File: src/rtl/q_8_22.sv
// rtl/q_8_22.sv - sequential add-and-shift unsigned multiplier with start/rdy handshake
module q_8_22 #(
  parameter int DP_WIDTH = 5,
  parameter int BC_SIZE  = $clog2(DP_WIDTH + 1),
  parameter int ST_WIDTH = 2
) (
  input  logic                  clk,
  input  logic                  rst_b,
  input  logic                  start,
  input  logic [DP_WIDTH-1:0]   multiplicand,
  input  logic [DP_WIDTH-1:0]   multiplier,
  output logic                  rdy,
  output logic [2*DP_WIDTH-1:0] product
);

  // State encoding; the fourth code is unused and falls back to idle.
  localparam logic [ST_WIDTH-1:0] S_IDLE  = ST_WIDTH'(0);
  localparam logic [ST_WIDTH-1:0] S_ADD   = ST_WIDTH'(1);
  localparam logic [ST_WIDTH-1:0] S_SHIFT = ST_WIDTH'(2);

  // Controller state
  logic [ST_WIDTH-1:0] state_q, state_d;
  logic [ST_WIDTH-1:0] state;
  logic [ST_WIDTH-1:0] next_state;

  // Control strobes from controller to datapath
  logic load_regs;
  logic decr_p;
  logic add_regs;
  logic shift_regs;
  logic zero;

  // Datapath registers
  logic [DP_WIDTH-1:0] b_q, b_d;
  logic [DP_WIDTH-1:0] a_q, a_d;
  logic [DP_WIDTH-1:0] q_q, q_d;
  logic                c_q, c_d;
  logic [BC_SIZE-1:0]  p_q, p_d;

  // Architectural views of the registers, kept under their well-known names
  logic [DP_WIDTH-1:0] B;
  logic [DP_WIDTH-1:0] A;
  logic [DP_WIDTH-1:0] Q;
  logic                C;
  logic [BC_SIZE-1:0]  P;

  assign state = state_q;
  assign B     = b_q;
  assign A     = a_q;
  assign Q     = q_q;
  assign C     = c_q;
  assign P     = p_q;

  // The counter is decremented in S_ADD, so in S_SHIFT zero means the last bit
  // has just been processed.
  assign zero    = (P == '0);
  assign product = {A, Q};
  assign state_d = next_state;

  // Next-state logic of the controller
  always_comb begin
    next_state = S_IDLE;
    case (state)
      S_IDLE:  next_state = start ? S_ADD : S_IDLE;
      S_ADD:   next_state = S_SHIFT;
      S_SHIFT: next_state = zero ? S_IDLE : S_ADD;
      default: next_state = S_IDLE;
    endcase
  end

  // Controller outputs: rdy depends on state only, strobes may depend on inputs
  always_comb begin
    rdy        = 1'b0;
    load_regs  = 1'b0;
    decr_p     = 1'b0;
    add_regs   = 1'b0;
    shift_regs = 1'b0;
    case (state)
      S_IDLE: begin
        rdy       = 1'b1;
        load_regs = start;
      end
      S_ADD: begin
        decr_p   = 1'b1;
        add_regs = Q[0];
      end
      S_SHIFT: begin
        shift_regs = 1'b1;
      end
      default: begin
        rdy = 1'b0;
      end
    endcase
  end

  // Datapath next values: load operands, add partial product, shift right
  always_comb begin
    b_d = B;
    a_d = A;
    q_d = Q;
    c_d = C;
    p_d = P;
    if (load_regs) begin
      b_d = multiplicand;
      q_d = multiplier;
      a_d = '0;
      c_d = 1'b0;
      p_d = BC_SIZE'(DP_WIDTH);
    end
    if (decr_p) begin
      p_d = P - BC_SIZE'(1);
    end
    if (add_regs) begin
      // Carry out of the add lands in C and is shifted into A next cycle.
      {c_d, a_d} = {1'b0, A} + {1'b0, B};
    end
    if (shift_regs) begin
      // C ends up 0 after the shift because a zero is shifted in above it.
      {c_d, a_d, q_d} = {1'b0, C, A, Q[DP_WIDTH-1:1]};
    end
  end

  // State and datapath registers with synchronous active-low reset
  always_ff @(posedge clk) begin
    if (!rst_b) begin
      state_q <= S_IDLE;
      b_q     <= '0;
      a_q     <= '0;
      q_q     <= '0;
      c_q     <= 1'b0;
      p_q     <= '0;
    end else begin
      state_q <= state_d;
      b_q     <= b_d;
      a_q     <= a_d;
      q_q     <= q_d;
      c_q     <= c_d;
      p_q     <= p_d;
    end
  end

endmodule

File: config.mk
export PLATFORM = sky130hd
export DESIGN_NAME = q_8_22
export DESIGN_NICKNAME = d
export VERILOG_FILES = /design/src/rtl/q_8_22.sv
export SDC_FILE = /design/constraint.sdc
export NUM_CORES = 1
export LEC_CHECK = 0
export ABC_AREA = 1
export CORE_MARGIN = 5
export CORE_UTILIZATION = 29
export CTS_CLUSTER_SIZE = 25
export DETAILED_ROUTE_END_ITERATION = 7
export GPL_TIMING_DRIVEN = 0
export PLACE_DENSITY = 0.54
export SYNTH_ARGS = -nofsm -noshare
export SYNTH_HDL_FRONTEND = slang
export SYNTH_SLANG_ARGS = --single-unit
File: constraint.sdc
create_clock -name clk -period 3.05 [get_ports clk]
set_input_delay 0.61 -clock clk [delete_from_list [all_inputs] [get_ports clk]]
set_output_delay 0.61 -clock clk [all_outputs]
set_load 0.02 [all_outputs]
==> results of run 1 <==
stage by stage:
stage	setup WS, ns	total power [µW]
after global routing	0.9639	668.3
final	1.010	625.6
after floorplan	1.473	398.0
after global placement	1.201	450.3
after CTS	1.001	635.7
after detailed placement	1.189	454.2
placed cells by master (no fill, tap or decap), drive strengths merged:
| cell | instances |
|---|---|
| nand2 | 42 |
| nor2 | 26 |
| inv | 24 |
| clkdlybuf4s50 | 23 |
| dfxtp | 21 |
| a21oi | 11 |
| o21ai | 11 |
| ha | 7 |
| nand3 | 6 |
| a31oi | 5 |
| clkbuf | 5 |
| o21a | 2 |
| nand4 | 2 |
| buf | 1 |
| fa | 1 |
| clkinv | 1 |
cells by family after synthesis:
group,after synthesis
buf+inv,27
fa+ha+maj,8
compound gates,29
simple gates,76
flops,21
power groups by stage:
stage / Clock, µW / Combinational, µW / Sequential, µW
2_1_floorplan: 0 / 78.0 / 320
3_3_place_gp: 0 / 136 / 315
3_5_place_dp: 0 / 139 / 315
4_1_cts: 187 / 140 / 309
5_1_grt: 200 / 157 / 311
6_report: 179 / 139 / 308
worst min-delay path, cell delays in order (launching register included):
cell	delay, ns
sky130_fd_sc_hd__dfxtp_1	0.30
sky130_fd_sc_hd__inv_1	0.08
sky130_fd_sc_hd__a21oi_1	0.07
how the worst max path moves through the flow:
stage	from	to	slack, ns	cells after the start
6_report	state[0]$_SDFF_PN0_	rdy	1.01	2
5_1_grt	state[0]$_SDFF_PN0_	rdy	0.96	2
4_1_cts	state[0]$_SDFF_PN0_	rdy	1.00	2
3_5_place_dp	start	A[4]$_SDFFE_PN0P_	1.19	5
3_3_place_gp	start	A[0]$_SDFFE_PN0P_	1.20	6
2_1_floorplan	A[0]$_SDFFE_PN0P_	A[4]$_SDFFE_PN0P_	1.47	9
registers in the layout, summed over array words and instances, names as in the netlist:
signal / count
P: 3
state: 2
C: 1
Q: 5
A: 5
B: 5
final cells by class:
| cell class | count | area [µm²] | share of cell area [%] |
|---|---|---|---|
| Clock buffer | 3 | 41.29 | 2.847 |
| Buffer | 3 | 15.01 | 1.035 |
| Tap cell | 48 | 60.06 | 4.142 |
| Timing Repair Buffer | 23 | 230.2 | 15.88 |
| Multi-Input combinational cell | 113 | 588.1 | 40.55 |
| Sequential cell | 21 | 420.4 | 28.99 |
| Inverter | 24 | 90.09 | 6.212 |
| Clock inverter | 1 | 5.005 | 0.3451 |
routing by layer:
metal	vias up	share of wire [%]	global-route usage (%)
met2	15	47	18.06
met1	479	48	14.18
li1	565	-	-
met4	0	2.2	6.263
met3	5	2.7	1.939
met5	-	0	0
==> insert_results.sql, run 1 <==
INSERT INTO impl_metrics (metric_group, metric, value, unit) VALUES
('critical_path', 'critical_path.n_buffers_inverters', '1', ''),
('synth', 'synth_top_area_share', '37.75', '%'),
('synth', 'synth_commonest_cells', '39 x sky130_fd_sc_hd__nand2_1, 22 x sky130_fd_sc_hd__nor2_1, 21 x sky130_fd_sc_hd__dfxtp_1', ''),
('flow_run', 'max_cap_viols', '0', ''),
('detailed_routing', 'vias', '1064', ''),
('clocking', 'clock-root-buffer', 'sky130_fd_sc_hd__clkbuf_8', ''),
('hold_path', 'whs_path_depth', '2', ''),
('finish', 'drive_gt1_share', '9.043', '%'),
('critical_path', 'crit_required', '2.44', 'ns'),
('floorplanning', 'die_w', '71.97', 'µm'),
('synth', 'avgSynthCellArea', '6.917', 'µm²'),
('global_route', 'grt_first_pass_wirelength', '4533', 'µm'),
('synth', 'synth_simple_gate_area_share', '28.76', '%'),
('sta', 'setup-violations-final', '0', ''),
('finish', 'final_area', '0.001450', 'mm²'),
('critical_path', 'crit-reg2reg-launch', 'A[0]$_SDFFE_PN0P_', ''),
('critical_path', 'timing.reg2reg.worst_path_depth', '9', ''),
('critical_path', 'cp_top_family', 'buffers and inverters', ''),
('detailed_routing', 'drt_pre_antenna_iters', '4', ''),
('detailed_routing', 'drt_iter0_markers', '51', ''),
('critical_path', 'timing.critical_path.slowest_stage_cell', 'sky130_fd_sc_hd__clkdlybuf4s50_1', ''),
('sta', 'timing.max_slew.rel_slack', '69.22', '%'),
('sta', 'final.min_clock_period', '2.040', 'ns'),
('critical_path', 'start_kind', 'flip-flop', ''),
('placement', 'hpwlAfterDp', '2169', 'µm'),
('sta', 'worstMarginPinSlew', '0.4617', 'ns'),
('detailed_routing', 'totalWireLength', '2710', 'µm'),
('critical_path', 'path_cells', 'nor2_2, clkdlybuf4s50_1', ''),
('floorplanning', 'dieHeight', '71.97', 'µm'),
('clocking', 'post_cts_resize_count', '0', ''),
('clocking', 'cts.hold.buffers_added', '0', ''),
('sta', 'final_min_period_over_clock_period', '66.89', '%'),
('floorplanning', 'dieArea', '0.005179', 'mm²'),
('sta', 'timing_max_transition_violations_final', '0', ''),
('finish', 'final_core_utilization', '39.31', '%'),
('synth', 'ys_dominant_reg_cell', 'sky130_fd_sc_hd__dfxtp_1', ''),
('pwr', 'p_leak', '0.0006083', 'µW'),
('global_route', 'antenna_found_initial', '0', ''),
('sta', 'finClkSkew', '0.003151', 'ns'),
('synth', 'post_synthesis_cell_type_with_the_largest_combined_area', 'sky130_fd_sc_hd__dfxtp_1', ''),
('pwr', 'power.switching_fraction', '28.92', '%'),
('sta', 'number_of_hold_violations_in_the_final_report', '0', ''),
('outcome', 'run_status', 'complete, no violations', ''),
('pwr', 'combPwrFrac', '22.2', '%'),
('pwr', 'power_frac_clock', '28.5', '%'),
('floorplanning', 'num_io_pins', '24', ''),
('synth', 'synth_top_family_by_area', 'simple AND/OR/NAND/NOR gates', ''),
('synth', 'seq_area_frac_synth', '37.75', '%'),
('critical_path', 'reg2reg_to', 'A[4]$_SDFFE_PN0P_', ''),
('clocking', 'cts.reportedPaths.clkPinSlew', '0.08', 'ns'),
('synth', 'synthesis.area', '0.001114', 'mm²'),
('detailed_routing', 'route.detailed.drc', '0', ''),
('synth', 'synth_xor_area_share', '0', '%'),
('synth', 'yosys_register_bits', '21', ''),
('hold_path', 'worstHoldPathType', 'reg2reg', ''),
('hold_path', 'worstHoldStart', 'P[0]$_SDFFE_PN0P_', ''),
('clocking', 'cts_tree', 'built', ''),
('global_route', 'via_count_of_the_first_global_routing_pass', '973', ''),
('global_route', 'grt_overflow_total', '0', ''),
('clocking', 'cts_bufs_inserted', '3', ''),
('floorplanning', 'fp-row-count', '22', ''),
('global_route', 'grt_start_max_net_pins', '13', ''),
('placement', 'buffer_ports.inserted', '23', ''),
('floorplanning', 'initial_utilization', '30.19', '%'),
('critical_path', 'setup.worst_path.class', 'reg2out', ''),
('synth', 'post_synth_fa_ha_maj_area_fraction', '9.663', '%'),
('clocking', 'cts-htree-levels', '1', ''),
('hold_path', 'hold_end', 'P[0]$_SDFFE_PN0P_', ''),
('detailed_routing', 'route.detailed.wl_per_inst', '11.48', 'µm'),
('critical_path', 'critical_path_peak_fanout', '4', ''),
('sta', 'rsz0062_at_grt', 'no', '');
No activity file was read; power rests on OpenSTA's default activity.
==> run 2: changes to the inputs <==
- clock period: 3.05 -> 2.1 ns (I/O delays scaled with it)
==> results of run 2 <==
The final DEF is identical to that of run 1. Status: complete, no violations.
Among the figures that moved: setup slack after placement 1.189 ns -> 0.4294 ns; setup slack after layout 1.010 ns -> 0.2497 ns; register-to-register setup slack 1.45 ns -> 0.50 ns; total power 625.6 µW -> 908.6 µW; worst IR drop on VDD 0.2504 mV -> 0.3637 mV
==> run 3: changes to the inputs <==
- CORE_MARGIN: 5 -> unset
- PLACE_DENSITY: 0.54 -> unset
==> run 3 against run 2 <==
  * Power up 0.60%
  * Critical path depth unchanged
  * Routed wire length is 9.6% lower
  * Core utilization rose by 0.30 points
  * Global-route usage up 1.8 points
  * Setup slack gained 0.026 ns
  * Die area shrank 21%
  * Largest power group unchanged
  * Final cell count is the same
==> insert_results.sql, run 3 (synthesis gave the netlist of run 1 again) <==
INSERT INTO impl_metrics (metric_group, metric, value, unit) VALUES
('sta', 'finClkSkew', '0.003590', 'ns'),
('hold_path', 'whs_path_depth', '2', ''),
('clocking', 'worst_skew_pair.late_latency', '0.26', 'ns'),
('clocking', 'cts_bufs_inserted', '3', ''),
('placement', 'gp_routability_congestion', '0.8009', ''),
('critical_path', 'timing.critical_path.slowest_stage_cell', 'sky130_fd_sc_hd__clkdlybuf4s50_1', ''),
('sta', 'total_negative_setup_slack', '0', 'ns'),
('placement', 'buffer_ports.inserted', '23', ''),
('flow_run', 'max_cap_viols', '0', ''),
('sta', 'timing.max_slew.rel_slack', '70.65', '%'),
('outcome', 'run_status', 'complete, no violations', ''),
('clocking', 'clock-root-buffer', 'sky130_fd_sc_hd__clkbuf_8', ''),
('finish', 'layout-area-overhead-vs-synth', '30.22', '%'),
('sta', 'number_of_hold_violations_in_the_final_report', '0', ''),
('finish', 'layout.cells.most_common', 'sky130_fd_sc_hd__nand2_1', ''),
('critical_path', 'critical_path_peak_fanout', '4', ''),
('clocking', 'tritoncts_num_sinks', '21', ''),
('critical_path', 'r2r_slack', '0.52', 'ns'),
('hold_path', 'hold_end', 'P[0]$_SDFFE_PN0P_', ''),
('detailed_routing', 'drt_pre_antenna_iters', '4', ''),
('clocking', 'post_cts_resize_count', '0', ''),
('sta', 'final_min_period_over_clock_period', '86.87', '%'),
('critical_path', 'start_kind', 'flip-flop', ''),
('placement', 'hpwlAfterDp', '1889', 'µm'),
('floorplanning', 'initial_utilization', '30.42', '%'),
('clocking', 'post_cts_repair_setup_buffers', '0', ''),
('floorplanning', 'area_of_the_placeable_core', '0.003661', 'mm²'),
('sta', 'worstMarginPinSlew', '0.4402', 'ns'),
('pwr', 'p_leak', '0.0006083', 'µW'),
('floorplanning', 'num_io_pins', '24', ''),
('hold_path', 'worstHoldStart', 'P[0]$_SDFFE_PN0P_', ''),
('critical_path', 'timing.reg2reg.worst_path_depth', '8', ''),
('global_route', 'grt_start_max_net_pins', '13', ''),
('clocking', 'cts.hold.buffers_added', '0', ''),
('finish', 'antennaDiodeCount', '0', ''),
('hold_path', 'worstHoldPathType', 'reg2reg', ''),
('global_route', 'grt_usage', '13.04', '%'),
('sta', 'final.min_clock_period', '1.824', 'ns'),
('critical_path', 'reg2reg_to', 'A[2]$_SDFFE_PN0P_', ''),
('clocking', 'ctsLongestPathBuffers', '2', ''),
('finish', 'drive_gt1_share', '9.043', '%'),
('sta', 'fmax', '548.2', 'MHz'),
('floorplanning', 'dieHeight', '63.97', 'µm'),
('finish', 'most_frequent_cells_in_the_layout', '39 x sky130_fd_sc_hd__nand2_1, 23 x sky130_fd_sc_hd__clkdlybuf4s50_1, 22 x sky130_fd_sc_hd__nor2_1, 21 x sky130_fd_sc_hd__dfxtp_1, 20 x sky130_fd_sc_hd__inv_1', ''),
('sta', 'rsz0062_at_grt', 'no', ''),
('detailed_routing', 'totalWireLength', '2451', 'µm'),
('global_route', 'grt_overflow_total', '0', ''),
('floorplanning', 'die_w', '63.97', 'µm'),
('clocking', 'cts_tree', 'built', ''),
('global_route', 'antenna_found_initial', '0', ''),
('detailed_routing', 'vias_per_cell', '4.475', ''),
('critical_path', 'path_cells', 'nor2_2, clkdlybuf4s50_1', ''),
('global_route', 'via_count_of_the_first_global_routing_pass', '902', ''),
('critical_path', 'cp-end-kind', 'primary output', ''),
('floorplanning', 'fp-row-count', '22', ''),
('global_route', 'grt_first_pass_wirelength', '4126', 'µm'),
('pwr', 'vdd.ir_drop.worst', '0.3057', 'mV'),
('pwr', 'power_density', '630.3', 'mW/mm²'),
('sta', 'timing_max_transition_violations_final', '0', ''),
('detailed_routing', 'ant_nets', '0', ''),
('detailed_routing', 'route.detailed.drc', '0', ''),
('critical_path', 'worst_ep_arrival_time', '1.40', 'ns'),
('critical_path', 'setup.worst_path.class', 'reg2out', ''),
('critical_path', 'critical_path.n_buffers_inverters', '1', ''),
('clocking', 'cts.reportedPaths.clkPinSlew', '0.07', 'ns'),
('clocking', 'cts-htree-levels', '1', ''),
('critical_path', 'crit_required', '1.68', 'ns'),
('critical_path', 'crit-reg2reg-launch', 'A[0]$_SDFFE_PN0P_', ''),
('detailed_routing', 'drt_iter0_markers', '96', ''),
('critical_path', 'cp_num_cells', '2', ''),
('sta', 'setup-violations-final', '0', ''),
('critical_path', 'max_stage_delay', '0.61', 'ns'),
('finish', 'design.final.nets', '210', ''),
('finish', 'final_core_utilization', '39.61', '%'),
('detailed_routing', 'vias', '1056', ''),
('detailed_routing', 'route.detailed.wl_per_inst', '10.39', 'µm'),
('critical_path', 'cp_top_family', 'buffers and inverters', ''),
('floorplanning', 'dieArea', '0.004092', 'mm²');
run 3: cell counts in the layout (fill, tap and decap cells not counted):
No cell type changed its count.
run 3: worst max path at each step:
stage                             start           endpoint  slack, ns
global route        state[0]$_SDFF_PN0_                rdy       0.24
CTS                 state[0]$_SDFF_PN0_                rdy       0.26
floorplan             A[0]$_SDFFE_PN0P_  A[4]$_SDFFE_PN0P_       0.52
global placement                  start  A[0]$_SDFFE_PN0P_       0.43
detailed placement                start  A[0]$_SDFFE_PN0P_       0.44
finish              state[0]$_SDFF_PN0_                rdy       0.28
run 3: cell type report:
cell class / instances / area (µm²)
timing repair buffer: 23 / 230.2
inverter: 24 / 90.09
sequential: 21 / 420.4
clock inverter: 1 / 5.005
tap: 48 / 60.06
buffer: 3 / 15.01
multi-input combinational: 113 / 588.1
clock buffer: 3 / 41.29
fill: 385 / 2211
run 3: worst min-delay path, stage by stage (launching register included):
cell	delay, ns
sky130_fd_sc_hd__dfxtp_1	0.30
sky130_fd_sc_hd__inv_1	0.07
sky130_fd_sc_hd__a21oi_1	0.06
run 3: metrics by stage:
| step | instances | area, µm² | setup WS, ns | hold WS [ns] | power [µW] |
|---|---|---|---|---|---|
| after floorplan | 161 | 1114 | 0.5231 | 0.4542 | 578.0 |
| after global placement | 232 | 1404 | 0.4259 | 0.4723 | 655.8 |
| after detailed placement | 232 | 1404 | 0.4382 | 0.4785 | 656.2 |
| after CTS | 236 | 1450 | 0.2601 | 0.4889 | 924.6 |
| after global routing | 236 | 1450 | 0.2350 | 0.5149 | 968.3 |
| final | 236 | 1450 | 0.2758 | 0.4834 | 914.0 |
run 3: power by group:
part | leakage (µW) | switching [µW] | internal [µW] | total (µW)
logic | 0.000410 | 111 | 87.4 | 199
clock network | 0.0000255 | 136 | 132 | 269
registers | 0.000173 | 20.4 | 426 | 447
total | 0.000608 | 268 | 646 | 914
run 3: per-layer routing:
| layer | vias up | track usage, % | share of wire (%) |
|---|---|---|---|
| met4 | 0 | 4.261 | 1.1 |
| li1 | 572 | - | - |
| met5 | - | 0 | 0 |
| met2 | 27 | 18.22 | 42 |
| met3 | 4 | 3.393 | 5.4 |
| met1 | 453 | 19.06 | 51 |
